## config.mk

```make
export PLATFORM = sky130hd
export DESIGN_NAME = i2s_tx_sequencer
export DESIGN_NICKNAME = d
export VERILOG_FILES = /design/src/rtl/i2s_tx_sequencer.sv
export SDC_FILE = /design/constraint.sdc
export NUM_CORES = 1
export LEC_CHECK = 0
export CORE_ASPECT_RATIO = 0.75
export CORE_MARGIN = 5
export CORE_UTILIZATION = 36
export CTS_BUF_LIST = sky130_fd_sc_hd__clkbuf_16
export CTS_CLUSTER_DIAMETER = 150
export DETAILED_ROUTE_END_ITERATION = 10
export SLEW_MARGIN = 40
export SYNTH_ARGS = -nofsm -noshare
export SYNTH_HDL_FRONTEND = slang
export SYNTH_SLANG_ARGS = --single-unit
```

## constraint.sdc

```tcl
create_clock -name clk -period 1.8 [get_ports clk]
set_clock_uncertainty 0.1 [all_clocks]
set_input_delay 0.36 -clock clk [delete_from_list [all_inputs] [get_ports clk]]
set_output_delay 0.36 -clock clk [all_outputs]
set_load 0.005 [all_outputs]
```

## src/rtl/i2s_tx_sequencer.sv

```systemverilog
// -----------------------------------------------------------------------------
// i2s_tx_sequencer
//
// Transmit-side I2S frame engine. Upstream hands over stereo sample pairs on a
// valid/ready handshake into a one-entry buffer. The block divides the system
// clock into the bit clock, drives word select, and shifts each pair out
// MSB-first in standard I2S framing (ws leads the data MSB by one bclk).
// A frame launches at the bit boundary entering slot 1. If the buffer is empty
// at that moment, a silent frame is sent and an underrun pulse is raised.
//
// Ports:
//   clk          system clock, rising edge
//   rst_n        asynchronous active-low reset
//   en           run request; IDLE->RUN on any edge, RUN->IDLE only at frame end
//   s_valid      upstream pair valid
//   s_ready      buffer empty, pair can be accepted
//   s_left       left-channel sample  (WIDTH bits)
//   s_right      right-channel sample (WIDTH bits)
//   bclk         bit clock (registered)
//   ws           word select, 0 = left, 1 = right (registered)
//   sd           serial data, changes with bclk falling (registered)
//   frame_start  one-clk pulse when a frame's left MSB is launched
//   underrun     one-clk pulse when a frame launches with the buffer empty
//   busy         high while running
// -----------------------------------------------------------------------------
module i2s_tx_sequencer #(
    parameter int WIDTH       = 16,
    parameter int CLK_PER_BIT = 8
) (
    input  logic             clk,
    input  logic             rst_n,
    input  logic             en,
    input  logic             s_valid,
    output logic             s_ready,
    input  logic [WIDTH-1:0] s_left,
    input  logic [WIDTH-1:0] s_right,
    output logic             bclk,
    output logic             ws,
    output logic             sd,
    output logic             frame_start,
    output logic             underrun,
    output logic             busy
);

    localparam int SLOT_W = $clog2(2 * WIDTH);
    localparam int DIV_W  = $clog2(CLK_PER_BIT);
    // Shift register holds everything after the left MSB, which goes straight to sd at launch.
    localparam int SHR_W  = 2 * WIDTH - 1;

    localparam logic [DIV_W-1:0]  DIV_MAX  = DIV_W'(CLK_PER_BIT - 1);
    localparam logic [DIV_W-1:0]  DIV_HALF = DIV_W'(CLK_PER_BIT / 2);
    localparam logic [DIV_W-1:0]  DIV_ZERO = {DIV_W{1'b0}};
    localparam logic [DIV_W-1:0]  DIV_ONE  = DIV_W'(1);
    localparam logic [SLOT_W-1:0] SLOT_MAX  = SLOT_W'(2 * WIDTH - 1);
    localparam logic [SLOT_W-1:0] SLOT_WS   = SLOT_W'(WIDTH);
    localparam logic [SLOT_W-1:0] SLOT_ZERO = {SLOT_W{1'b0}};
    localparam logic [SLOT_W-1:0] SLOT_ONE  = SLOT_W'(1);

    typedef enum logic [0:0] {
        ST_IDLE = 1'b0,
        ST_RUN  = 1'b1
    } state_t;

    state_t             state_r;
    state_t             state_nxt_s;
    logic [DIV_W-1:0]   div_cnt_r;
    logic [DIV_W-1:0]   div_nxt_s;
    logic [SLOT_W-1:0]  slot_r;
    logic [SLOT_W-1:0]  slot_nxt_s;

    logic               full_r;
    logic [WIDTH-1:0]   buf_left_r;
    logic [WIDTH-1:0]   buf_right_r;
    logic [SHR_W-1:0]   shift_r;

    logic               bclk_r;
    logic               ws_r;
    logic               sd_r;
    logic               frame_start_r;
    logic               underrun_r;
    logic               busy_r;

    logic               div_last_s;
    logic               boundary_s;
    logic               frame_end_s;
    logic               launch_s;
    logic               stop_s;
    logic               accept_s;

    // Timing events derived from the current counter state.
    always_comb begin
        div_last_s  = (div_cnt_r == DIV_MAX);
        boundary_s  = (state_r == ST_RUN) && div_last_s;
        // The boundary that ends slot 0 is where a frame either launches or the run stops.
        frame_end_s = boundary_s && (slot_r == SLOT_ZERO);
        launch_s    = frame_end_s && en;
        stop_s      = frame_end_s && !en;
        accept_s    = s_valid && !full_r;
    end

    // Next-state and next-counter logic for the IDLE/RUN sequencer.
    always_comb begin
        state_nxt_s = state_r;
        div_nxt_s   = div_cnt_r;
        slot_nxt_s  = slot_r;
        case (state_r)
            ST_IDLE: begin
                div_nxt_s  = DIV_ZERO;
                slot_nxt_s = SLOT_ZERO;
                if (en) begin
                    state_nxt_s = ST_RUN;
                end else begin
                    state_nxt_s = ST_IDLE;
                end
            end
            ST_RUN: begin
                if (stop_s) begin
                    state_nxt_s = ST_IDLE;
                    div_nxt_s   = DIV_ZERO;
                    slot_nxt_s  = SLOT_ZERO;
                end else if (div_last_s) begin
                    div_nxt_s = DIV_ZERO;
                    if (slot_r == SLOT_MAX) begin
                        slot_nxt_s = SLOT_ZERO;
                    end else begin
                        slot_nxt_s = slot_r + SLOT_ONE;
                    end
                end else begin
                    div_nxt_s = div_cnt_r + DIV_ONE;
                end
            end
            default: begin
                state_nxt_s = ST_IDLE;
                div_nxt_s   = DIV_ZERO;
                slot_nxt_s  = SLOT_ZERO;
            end
        endcase
    end

    // State and counter registers.
    always_ff @(posedge clk or negedge rst_n) begin
        if (!rst_n) begin
            state_r   <= ST_IDLE;
            div_cnt_r <= DIV_ZERO;
            slot_r    <= SLOT_ZERO;
        end else begin
            state_r   <= state_nxt_s;
            div_cnt_r <= div_nxt_s;
            slot_r    <= slot_nxt_s;
        end
    end

    // One-entry sample buffer; a launch that finds it full takes precedence, so an
    // accept can only coincide with a launch that found it empty.
    always_ff @(posedge clk or negedge rst_n) begin
        if (!rst_n) begin
            full_r      <= 1'b0;
            buf_left_r  <= {WIDTH{1'b0}};
            buf_right_r <= {WIDTH{1'b0}};
        end else if (launch_s && full_r) begin
            full_r <= 1'b0;
        end else if (accept_s) begin
            full_r      <= 1'b1;
            buf_left_r  <= s_left;
            buf_right_r <= s_right;
        end else begin
            full_r <= full_r;
        end
    end

    // Serialiser: load on launch, shift one bit per boundary. The final shift of a
    // frame lands in the next frame's slot 0, which is the right-channel LSB.
    always_ff @(posedge clk or negedge rst_n) begin
        if (!rst_n) begin
            shift_r <= {SHR_W{1'b0}};
            sd_r    <= 1'b0;
        end else if (launch_s) begin
            if (full_r) begin
                shift_r <= {buf_left_r[WIDTH-2:0], buf_right_r};
                sd_r    <= buf_left_r[WIDTH-1];
            end else begin
                shift_r <= {SHR_W{1'b0}};
                sd_r    <= 1'b0;
            end
        end else if (boundary_s && !stop_s) begin
            shift_r <= {shift_r[SHR_W-2:0], 1'b0};
            sd_r    <= shift_r[SHR_W-1];
        end else if (state_nxt_s == ST_IDLE) begin
            sd_r <= 1'b0;
        end else begin
            sd_r <= sd_r;
        end
    end

    // Line outputs and status pulses, registered from the next-cycle counter values
    // so bclk/ws line up exactly with div_cnt/slot.
    always_ff @(posedge clk or negedge rst_n) begin
        if (!rst_n) begin
            bclk_r        <= 1'b0;
            ws_r          <= 1'b0;
            busy_r        <= 1'b0;
            frame_start_r <= 1'b0;
            underrun_r    <= 1'b0;
        end else begin
            bclk_r        <= (state_nxt_s == ST_RUN) && (div_nxt_s >= DIV_HALF);
            ws_r          <= (state_nxt_s == ST_RUN) && (slot_nxt_s >= SLOT_WS);
            busy_r        <= (state_nxt_s == ST_RUN);
            frame_start_r <= launch_s;
            underrun_r    <= launch_s && !full_r;
        end
    end

    assign s_ready     = !full_r;
    assign bclk        = bclk_r;
    assign ws          = ws_r;
    assign sd          = sd_r;
    assign frame_start = frame_start_r;
    assign underrun    = underrun_r;
    assign busy        = busy_r;

endmodule
```

Yosys cells after proc, flatten, opt, wreduce, memory -nomap -nowiden
Index checks and enable logic that the tools add are counted.
{"block": "word_totals", "regBits": 78, "word_cells": 57, "output_inout_bits": 7, "inputBits": 36}
{"block": "classes", "n_reduce_logical": 17, "bitwise": 2, "eq_ne": 3, "n_mux": 19, "addsub": 2, "order_cmp": 2}
{"operator": "2-to-1 mux 31 bit", "count": 3}
{"operator": "2-to-1 mux 5 bit", "count": 3}
{"operator": "logical AND 1 bit", "count": 10}
{"operator": "one-hot mux 5 bit (2 select lines)", "count": 1}
{"operator": "2-to-1 mux 1 bit", "count": 8}
{"operator": "2-to-1 mux 3 bit", "count": 2}
{"operator": "one-hot mux 3 bit (2 select lines)", "count": 1}
{"operator": "adder 5 x 1 -> 5 bit (second input constant)", "count": 1}
{"operator": "== test 5 bit (second input constant)", "count": 1}
{"operator": ">= comparator 5 bit (second input constant)", "count": 1}
{"operator": "logical NOT 5 bit", "count": 1}
{"operator": "nonzero test 2 bit", "count": 2}
{"operator": "adder 3 x 1 -> 3 bit (second input constant)", "count": 1}
{"operator": "== test 3 bit (second input constant)", "count": 1}
{"operator": ">= comparator 3 bit (second input constant)", "count": 1}
{"operator": "logical NOT 1 bit", "count": 3}
{"operator": "!= test 3 x 1 -> 1 bit (second input constant)", "count": 1}
{"operator": "inverter 1 bit", "count": 2}
{"operator": "one-hot mux 1 bit (2 select lines)", "count": 1}
{"operator": "AND reduction 2 bit", "count": 1}

Depth between registers and ports, before layout
Gate-level depths: netlist (run 1).
{"block": "depth", "depth_word": 9, "ltp_mapped": 7, "ltp_nobuf": 6}

Worst setup path before layout (run 1)
Ideal clock, no wire load.
{"block": "synth_timing", "path_type": "reg2reg", "from": "register slot_r[0]", "to": "register slot_r[3]", "setup_ns": 0.077, "period_less_slack_ns": 1.776, "path_stages_with_launch": 6, "path_buffers": 0, "required_time_ns": 1.623, "slack_ns": 0.024, "t_arrival_ns": 1.599, "path_cell_list": "dfrtp_1 > ha_1 > and3_2 > ha_1 > or4_1 > a21oi_1"}
{"block": "synth_between", "elab_chain_cells": 5, "word_cells_on_any_way": 9, "cone_classes": "1 x add/sub; 1 x eq/ne; 4 x mux; 3 x reduce/logical"}
{"item": "from (decl)", "line": "68", "rtl": "logic [SLOT_W-1:0] slot_r;"}
{"item": "from (signal assigned)", "line": "149", "rtl": "slot_r <= slot_nxt_s;"}
{"item": "adder 5 x 1 -> 5 bit (tied with other cells)", "line": "126", "rtl": "slot_nxt_s = slot_r + SLOT_ONE;"}
{"item": "2-to-1 mux 5 bit or logical AND 1 bit (tied branches)", "line": "123, 95"}
{"item": "2-to-1 mux 5 bit or logical AND 1 bit (tied branches)", "line": "121, 97"}
{"item": "2-to-1 mux 5 bit (*)", "line": "117", "rtl": "if (stop_s) begin"}
{"item": "one-hot mux 5 bit (2 select lines) (*)", "line": "106", "rtl": "case (state_r)"}
{"item": "net slot_nxt_s[3]", "line": "69", "rtl": "logic [SLOT_W-1:0] slot_nxt_s;"}
The timed path passes the listed nets; every way through them passes the cells marked *.
A chain may end at the register's enable or synchronous reset.

Worst setup path in the final report (run 1)
{"block": "layout_timing", "from": "register slot_r[1]", "to": "register slot_r[4]"}
The elaborated chain is that of the path after synthesis.

==> results of run 1 <==
## timing repair
action	CTS	global route
buffers inserted	1	0
setup endpoints to repair	35	41
hold endpoints to repair	32	0
hold buffers	1	0
gates resized for setup	5	3
## cell usage after synthesis, drive strengths merged, types with 2 or more instances
cell type	count	area, um2
and3	31	195
buf	12	81.3
mux2i	30	300
o21ai	4	31.3
clkbuf	11	42.5
nand2	6	22.5
a31oi	3	18.8
ha	5	62.6
nor2	3	11.3
o2bb2ai	30	263
and2	4	25.0
a21oi	6	30.0
dfrtp	78	1950
o211ai	2	15.0
inv	7	26.3
mux2	32	360
nand3	2	10.0
## metrics by stage
step	total power [mW]	setup WS (ns)	hold slack (ns)	cells
finish	5.09	-0.0115	0.344	469
global route	5.32	-0.103	0.357	469
global placement	2.78	-0.0135	0.248	452
CTS	5.15	0.00319	0.341	469
floorplan	2.54	0.0240	-0.0356	278
detailed placement	2.81	-0.102	0.247	452
## cells by family after synthesis
logic type      Yosys count
mux                      62
fa+ha+maj                 5
buf+inv                  30
compound gates           50
simple gates             53
flops                    78
## how the worst max path moves through the flow
stage / start / end / slack (ns) / cells after the start
global route: slot_r[1]$_DFF_PN0_ / slot_r[4]$_DFF_PN0_ / -0.10 / 6
finish: slot_r[1]$_DFF_PN0_ / slot_r[4]$_DFF_PN0_ / -0.01 / 6
floorplan: slot_r[0]$_DFF_PN0_ / slot_r[3]$_DFF_PN0_ / 0.02 / 5
CTS: busy$_DFF_PN0_ / busy / 0.003 / 1
global placement: en / shift_r[13]$_DFFE_PN0P_ / -0.01 / 6
detailed placement: slot_r[1]$_DFF_PN0_ / slot_r[2]$_DFF_PN0_ / -0.10 / 6
## final cells by class
type	count	area, um2
clock buffer	9	225
clock inverter	6	159
fill	851	4940
inverter	7	26.3
multi-input combinational	170	1480
sequential	78	1950
tap	132	165
timing repair buffer	67	708
## power breakdown
group	switching, mW	total [mW]	internal (mW)	leakage, nW
registers	0.146	2.18	2.04	0.983
clock network	0.689	2.32	1.63	0.186
logic	0.197	0.588	0.391	0.804
## worst max-delay path: stages, from the launching register on
cell      delay (ns)
dfrtp_1         0.40
inv_1           0.07
ha_2            0.16
or4b_4          0.48
buf_4           0.18
o211ai_1        0.21
a21oi_1         0.10
## flip-flops by register name (all words and copies together), names as in the netlist
name and flops:
underrun 1, buf_right_r 16, busy 1, slot_r 5, shift_r 31, full_r 1
div_cnt_r 3, buf_left_r 16, bclk 1, frame_start 1, sd 1, ws 1
## metal layers
layer  wire length (um)  global-route usage, %
met1               4020                   20.1
met4                 69                   3.83
met3                278                   3.61
met2               3090                   19.6
met5                  0                      0
==> impl_metrics.tcl, run 1 <==
set metrics [dict create \
    outcome "finished, violations left" \
    violations "setup timing" \
    drcViolationCount 0 \
    antenna_found_initial 0 \
    synth_top_family_by_area "multiplexers" \
    ys.flop_type "dfrtp_1" \
    dieArea_mm2 0.0120 \
    initialDrtViolationCount 108 \
    synth_compound_area_share_pct 11.3 \
    portBuffers 42 \
    routed_wl_um 7460 \
    ir_drop_v 0.000520 \
    synth.avg_cell_area_um2 12.8 \
    io_pins 43 \
    drive_gt1_share_pct 24.9 \
    path_clk_slew_ns 0.06 \
    ant_nets 0 \
    vias 2357 \
    r2r_cells 6 \
    avgRoutedWirePerCell_um 15.9 \
    layout_worst_path_cycle_share_pct 101 \
    layout_setup_ws_ns -0.0115 \
    hold_path_end "div_cnt_r[0]$_DFF_PN0_" \
    finalHoldViolCount 0 \
    grt_pass1_vias 2507 \
    syn_to_final_growth_pct 33.1 \
    start_kind "register" \
    fin_area_mm2 0.00472 \
    htreeDepth 3 \
    crit_path_end_kind "register" \
    worstHoldPathType "reg2reg" \
    ff2ff_setup_slack_ns -0.01 \
    grt_pass1_wl_um 13100 \
    fin_nets 374 \
    crit_arrival_ns 1.91 \
    place_congestion 0.856 \
    crit_required_ns 1.90 \
    rows 31 \
    post-route-util_pct 48.9 \
    syn_area_mm2 0.00355 \
    slew_violations 0 \
    die_w_um 125 \
    grt_max_degree 35 \
    rsz0062_at_grt "yes" \
    r2r_start "slot_r[1]$_DFF_PN0_" \
    syn_inst 278 \
    r2r_end "slot_r[4]$_DFF_PN0_" \
    gr-total-overflow 0 \
    synth_fa_ha_area_share_pct 1.76 \
    maxSlewHeadroom_pct 69.1 \
    ys_seq_area_share_pct 55.0 \
    leakage_nw 1.97 \
    drv_cap 0 \
    firstDrtPassIters 4 \
    power_density_mw_per_mm2 1080 \
    setup_viol 2 \
    grtUsageTotal_pct 13.6 \
    synth_fp_nets 319 \
    coreArea_mm2 0.00966 \
    cts_tree "yes" \
    synthXorXnorAreaFrac_pct 0 \
    ys_ff_latch 78 \
    crit_fanout 5 \
    insertion_delay_ns 0.33 \
    ys_warn_count 0 \
    tns_ns -0.0155 \
    die_h_um 96.0 \
    place_area_mm2 0.00429 \
    min_path_cells 1 \
    final_cell_mix "dfrtp_1, clkdlybuf4s50_1, mux2_2" \
    final_common_cell "dfrtp_1" \
    clock-sinks 78 \
    cts_buffers 9 \
    clock_tree.buffer_depth 2 \
    synthDistinctLibCells 34 \
    critical_path_class "reg2reg" \
    finalCriticalPeriod_ns 1.81 \
    async_flop_share_pct 100 \
    synth_mux_area_share_pct 18.6 \
    dp_hpwl_um 5050 \
    worstMarginPinSlew_ns 0.463 \
    via_per_inst 5.03 \
    synth-simple-area-share_pct 9.03 \
    synth-edff-count 0 \
    cts_root_buf "clkbuf_16" \
    diodes 0 \
    clock.fmax_mhz 552 \
    hp-start "div_cnt_r[0]$_DFF_PN0_" \
    initial_utilization_pct 36.7 \
]
No activity file was read; power rests on OpenSTA's default activity.
==> run 2, diff against run 1 <==
--- a/config.mk
+++ b/config.mk
@@ -7,10 +7,12 @@
 export LEC_CHECK = 0
 export CORE_ASPECT_RATIO = 0.75
 export CORE_MARGIN = 5
-export CORE_UTILIZATION = 36
+export CORE_UTILIZATION = 50
 export CTS_BUF_LIST = sky130_fd_sc_hd__clkbuf_16
 export CTS_CLUSTER_DIAMETER = 150
 export DETAILED_ROUTE_END_ITERATION = 10
+export MAX_ROUTING_LAYER = met4
+export PLACE_DENSITY = 0.76
 export SLEW_MARGIN = 40
 export SYNTH_ARGS = -nofsm -noshare
 export SYNTH_HDL_FRONTEND = slang
==> constraint.sdc (replaced) <==
create_clock -name clk -period 1.8 [get_ports clk]
set_clock_uncertainty 0.1 [all_clocks]
set_input_delay 0.27 -clock clk [delete_from_list [all_inputs] [get_ports clk]]
set_output_delay 0.27 -clock clk [all_outputs]
set_load 0.005 [all_outputs]
==> run 2 against run 1 <==
  * The run still ends with setup timing left
  * Clock power is 22% lower
  * Fmax decreased by 1.5%
  * Non-clock buffer count rose by 2
  * Register-to-register slack lost 0.03 ns
  * Sequential power about the same
  * Largest power group is now sequential cells
  * Highest routed layer unchanged
==> impl_metrics.tcl, run 2 (same netlist as run 1, synthesis figures left out) <==
set metrics [dict create \
    clock.fmax_mhz 544 \
    top_register "shift_r" \
    final_common_cell "dfrtp_1" \
    layout_setup_ws_ns -0.0394 \
    violations "setup timing" \
    clock-sinks 78 \
    largest_register_ffs 31 \
    fillers 508 \
    ant_nets 0 \
    rows 26 \
    antenna_found_initial 0 \
    crit_arrival_ns 1.95 \
    fin_nets 376 \
    intPower_mw 3.49 \
    dieArea_mm2 0.00890 \
    die_h_um 82.9 \
    cts_root_buf "clkbuf_16" \
    leakage_nw 1.94 \
    maxSlewHeadroom_pct 72.7 \
    crit_required_ns 1.91 \
    crit_family "simple AND/OR/NAND/NOR gates" \
    cts_tree "yes" \
    fin_area_mm2 0.00459 \
    start_kind "register" \
    portBuffers 42 \
    multiInputGateArea_mm2 0.00149 \
    routed_wl_um 7040 \
    critical_path_class "reg2reg" \
    gr-total-overflow 0 \
    crit_fanout 4 \
    initialDrtViolationCount 120 \
    finalHoldViolCount 0 \
    setup_viol 30 \
    syn_to_final_growth_pct 29.5 \
    pwr-share-comb_pct 12.4 \
    initial_utilization_pct 51.7 \
    diodes 0 \
    path_buf_inv 2 \
    io_pins 43 \
    grtUsageTotal_pct 17.8 \
    grt_max_degree 79 \
    insertion_delay_ns 0.34 \
    reg.largest.list "shift_r: 31 flops, buf_left_r: 16 flops, buf_right_r: 16 flops" \
    worstMarginPinSlew_ns 0.409 \
    place_congestion 0.857 \
    place_area_mm2 0.00420 \
    coreArea_mm2 0.00686 \
    seqPwrFrac_pct 47.8 \
    path_clk_slew_ns 0.06 \
    path_cells "inv_1 > ha_1 > or4b_4 > buf_6 > o211ai_1 > a21oi_1" \
    grt_pass1_wl_um 12400 \
    drcViolationCount 0 \
    pre_cts_slack_ns -0.0715 \
    via_per_inst 5.48 \
    switchingPower_mw 1.07 \
    die_w_um 107 \
    vias 2400 \
    ir_drop_v 0.000675 \
    ff2ff_setup_slack_ns -0.04 \
    layout_worst_path_cycle_share_pct 102 \
    dp_hpwl_um 4550 \
    grt_pass1_vias 2428 \
    cp_slowest_cell "or4b_4" \
    outcome "finished, violations left" \
    drive_gt1_share_pct 25.3 \
    drv_cap 0 \
    htreeDepth 3 \
    slew_violations 0 \
    seqCellArea_mm2 0.00195 \
    avgRoutedWirePerCell_um 16.1 \
    finalCriticalPeriod_ns 1.84 \
    crit_path_end_kind "register" \
    clock_tree.buffer_depth 2 \
    firstDrtPassIters 4 \
    cts_buffers 9 \
    final_cell_mix "dfrtp_1, clkdlybuf4s50_1, mux2_2" \
    power_density_mw_per_mm2 992 \
    pwr-share-clk_pct 39.7 \
    rsz0062_at_grt "yes" \
    critical_path.max_stage_delay_ns 0.50 \
    switching_share_pct 23.4 \
    worstHoldPathType "reg2reg" \
]
run 2: cell count changes in the layout (fill, tap and decap cells not counted), moves of 2 or more:
cell | before | now
clkinv_2 | 0 | 2
bufinv_16 | 5 | 1
clkinvlp_4 | 0 | 2
buf_4 | 17 | 19
buf_12 | 8 | 5
buf_6 | 0 | 2
ha_2 | 3 | 1
run 2: worst paths after layout:
kind / from / to / cells past startpoint
min in group asynchronous: rst_n / div_cnt_r[2]$_DFF_PN0_ / 3
max reg2reg: slot_r[0]$_DFF_PN0_ / ws$_DFF_PN0_ / 6
min reg2reg: div_cnt_r[0]$_DFF_PN0_ / div_cnt_r[0]$_DFF_PN0_ / 1
max in group asynchronous: rst_n / full_r$_DFFE_PN0P_ / 3
min: div_cnt_r[0]$_DFF_PN0_ / div_cnt_r[0]$_DFF_PN0_ / 1
max: slot_r[0]$_DFF_PN0_ / ws$_DFF_PN0_ / 6
run 2: what timing repair did:
action                                  CTS  global route
hold endpoints to repair                 78             0
pin swaps                                 2             5
hold buffers                              1             0
endpoints found under the setup margin   36            42
resized for setup                         5             9
setup buffers                             2             1
run 2: area by class of cell:
cell class,count,share of cell area [%]
repair buffers,69,15.3
flip-flops and latches,78,42.5
clock inverters,7,1.58
well taps,98,2.67
multi-input cells,170,32.5
clock buffers,9,4.90
inverters,7,0.572
run 2: worst reg2reg max path: stages, from the launching register on:
cell,delay [ns]
dfrtp_1,0.40
inv_1,0.07
ha_1,0.16
or4b_4,0.50
buf_6,0.15
o211ai_1,0.21
a21oi_1,0.11
run 2: layer usage:
| metal | vias up | wire (um) | share of wire (%) | GRT usage, % |
|---|---|---|---|---|
| li1 | 1143 | - | - | - |
| met1 | 1185 | 3430 | 49 | 25.2 |
| met2 | 66 | 3120 | 44 | 24.9 |
| met3 | 6 | 451 | 6.4 | 6.05 |
| met4 | 0 | 42 | 0.60 | 3.72 |
| met5 | - | 0 | 0 | - |
run 2: power by group through the flow:
stage | sequential, mW | combinational [mW] | clock [mW]
floorplan | 2.15 | 0.393 | 0
global placement | 2.20 | 0.553 | 0
detailed placement | 2.21 | 0.572 | 0
CTS | 2.18 | 0.578 | 1.83
global route | 2.22 | 0.630 | 1.93
finish | 2.18 | 0.567 | 1.81
run 2: metrics by stage:
| step | instances | setup TNS (ns) | total power, mW | utilization [%] | hold slack (ns) |
|---|---|---|---|---|---|
| after floorplan | 278 | 0 | 2.54 | - | -0.126 |
| after detailed placement | 418 | -1.37 | 2.78 | 61.1 | 0.225 |
| after global placement | 418 | -0.150 | 2.75 | 61.1 | 0.223 |
| after global routing | 438 | -2.30 | 4.77 | 66.9 | 0.374 |
| final | 438 | -0.491 | 4.56 | 66.9 | 0.345 |
| after CTS | 437 | -0.249 | 4.59 | 66.3 | 0.345 |
==> run 3, diff against run 2 <==
==> constraint.sdc (replaced) <==
create_clock -name clk -period 1.6 [get_ports clk]
set_clock_uncertainty 0.1 [all_clocks]
set_input_delay 0.24 -clock clk [delete_from_list [all_inputs] [get_ports clk]]
set_output_delay 0.24 -clock clk [all_outputs]
set_load 0.005 [all_outputs]
==> run 3 against run 2 <==
  * Worst hold slack worse by 0.016 ns
  * Via count up 4.5%
  * The flow still finishes with violations (setup timing)
  * Largest cell class unchanged
  * Clock power about the same
  * Flip-flop and latch count unchanged
  * Critical path type unchanged
  * Die area unchanged
  * Register-to-register slack worse by 0.24 ns
==> impl_metrics.tcl, run 3 (same netlist as run 1, synthesis figures left out) <==
set metrics [dict create \
    finalHoldViolCount 0 \
    vias 2509 \
    worstMarginPinSlew_ns 0.317 \
    avgRoutedWirePerCell_um 17.6 \
    setup_viol 45 \
    fin_nets 392 \
    crit_path_end_kind "register" \
    tns_ns -9.22 \
    via_per_inst 5.53 \
    cp_slowest_cell "or4b_4" \
    clock-sinks 78 \
    layout_setup_ws_ns -0.276 \
    rows 26 \
    path_clk_slew_ns 0.06 \
    final_common_cell "dfrtp_1" \
    coreArea_mm2 0.00686 \
    cts_tree "yes" \
    top_register "shift_r" \
    reg.largest.list "shift_r: 31 flops, buf_left_r: 16 flops, buf_right_r: 16 flops" \
    maxSlewHeadroom_pct 78.8 \
    clock_tree.buffer_depth 2 \
    place_area_mm2 0.00433 \
    drive_gt1_share_pct 33.4 \
    outcome "finished, violations left" \
    die_w_um 107 \
    place_congestion 1.00 \
    routed_wl_um 8000 \
    portBuffers 42 \
    drcViolationCount 0 \
    grt_max_degree 54 \
    crit_fanout 8 \
    worstHoldPathType "in2async" \
    initialDrtViolationCount 124 \
    critical_path.max_stage_delay_ns 0.49 \
    gr-usage-met1_pct 25.7 \
    cts_root_buf "clkbuf_16" \
    path_cells "inv_1 > ha_2 > or4b_4 > o21ai_4 > buf_12 > buf_8 > o2bb2ai_1" \
    largest_register_ffs 31 \
    rsz0062_at_grt "yes" \
    insertion_delay_ns 0.33 \
    htreeDepth 3 \
    grt_util_met2_pct 30.3 \
    cts_buffers 9 \
    drv_cap 0 \
    die_h_um 82.9 \
    use_met3_pct 5.43 \
    final_cell_mix "dfrtp_1, clkdlybuf4s50_1, mux2_2, buf_4, and3_1" \
    crit_arrival_ns 2.03 \
    power_density_mw_per_mm2 1020 \
    slew_violations 0 \
    diodes 0 \
    ff2ff_setup_slack_ns -0.28 \
    grt_pass1_wl_um 13500 \
    grt_pass1_vias 2644 \
    dp_hpwl_um 5020 \
    busiest_layer "met2" \
    dieArea_mm2 0.00890 \
    violations "setup timing" \
    gr-total-overflow 0 \
    ant_nets 0 \
    grtUsageTotal_pct 19.6 \
    firstDrtPassIters 4 \
    fin_area_mm2 0.00483 \
    start_kind "register" \
    io_pins 43 \
    post-route-util_pct 70.3 \
    syn_to_final_growth_pct 36.0 \
    critical_path_class "reg2reg" \
    initial_utilization_pct 51.7 \
    leakage_nw 2.02 \
    crit_required_ns 1.75 \
    antenna_found_initial 0 \
    finalCriticalPeriod_ns 1.88 \
    layout_worst_path_cycle_share_pct 117 \
    ir_drop_v 0.000804 \
    clock.fmax_mhz 533 \
]
[run 3: final cells by class]
cell class | instances | area (um2)
inverter | 7 | 26.3
tap | 98 | 123
clock inverter | 7 | 42.5
multi-input combinational | 170 | 1610
clock buffer | 9 | 225
fill | 465 | 2040
sequential | 78 | 1950
timing repair buffer | 85 | 848
[run 3: per-layer routing]
metal / routed length [um] / part of all wire [%] / vias to the layer above
met5: 0 / 0 / -
met4: 119 / 1.5 / 0
met3: 392 / 4.9 / 14
li1: - / - / 1177
met1: 3670 / 46 / 1251
met2: 3810 / 48 / 67
[run 3: final timing paths]
path	cells after the start	to	from
max	7	shift_r[7]$_DFFE_PN0P_	slot_r[1]$_DFF_PN0_
min	3	div_cnt_r[0]$_DFF_PN0_	rst_n
max reg2reg	7	shift_r[7]$_DFFE_PN0P_	slot_r[1]$_DFF_PN0_
min reg2reg	1	shift_r[22]$_DFFE_PN0P_	shift_r[22]$_DFFE_PN0P_
max in group asynchronous	3	busy$_DFF_PN0_	rst_n
min in group clk	1	shift_r[22]$_DFFE_PN0P_	shift_r[22]$_DFFE_PN0P_
[run 3: worst max-delay path: cells and delay by family, from the launching register on]
family | cells | cell delay (ns)
flops | 1 | 0.38
simple gates | 1 | 0.49
fa+ha+maj | 1 | 0.16
compound gates | 2 | 0.31
buf+inv | 3 | 0.34
[run 3: timing repair]
| action | in CTS | in global routing |
|---|---|---|
| gates cloned | 1 | 0 |
| hold buffers | 1 | 0 |
| buffers inserted | 7 | 0 |
| endpoints found under the setup margin | 44 | 45 |
| hold endpoints to repair | 78 | 0 |
| pin swaps | 5 | 9 |
| gates resized for setup | 19 | 14 |
[run 3: report_power, final]
| group | leakage [nW] | total [mW] | switching, mW | internal (mW) |
|---|---|---|---|---|
| Sequential | 0.983 | 2.44 | 0.153 | 2.29 |
| Combinational | 0.901 | 0.657 | 0.227 | 0.430 |
| Clock | 0.134 | 1.81 | 0.773 | 1.04 |
| Total | 2.02 | 4.91 | 1.15 | 3.76 |
[run 3: per-stage QoR]
step / setup WS (ns) / hold WS [ns] / power (mW) / cells
final: -0.276 / 0.329 / 4.91 / 454
after global routing: -0.339 / 0.355 / 5.14 / 454
after CTS: -0.251 / 0.349 / 4.94 / 455
after detailed placement: -0.285 / 0.141 / 3.13 / 430
after global placement: -0.180 / 0.145 / 3.10 / 430
after floorplan: -0.175 / -0.156 / 2.86 / 278
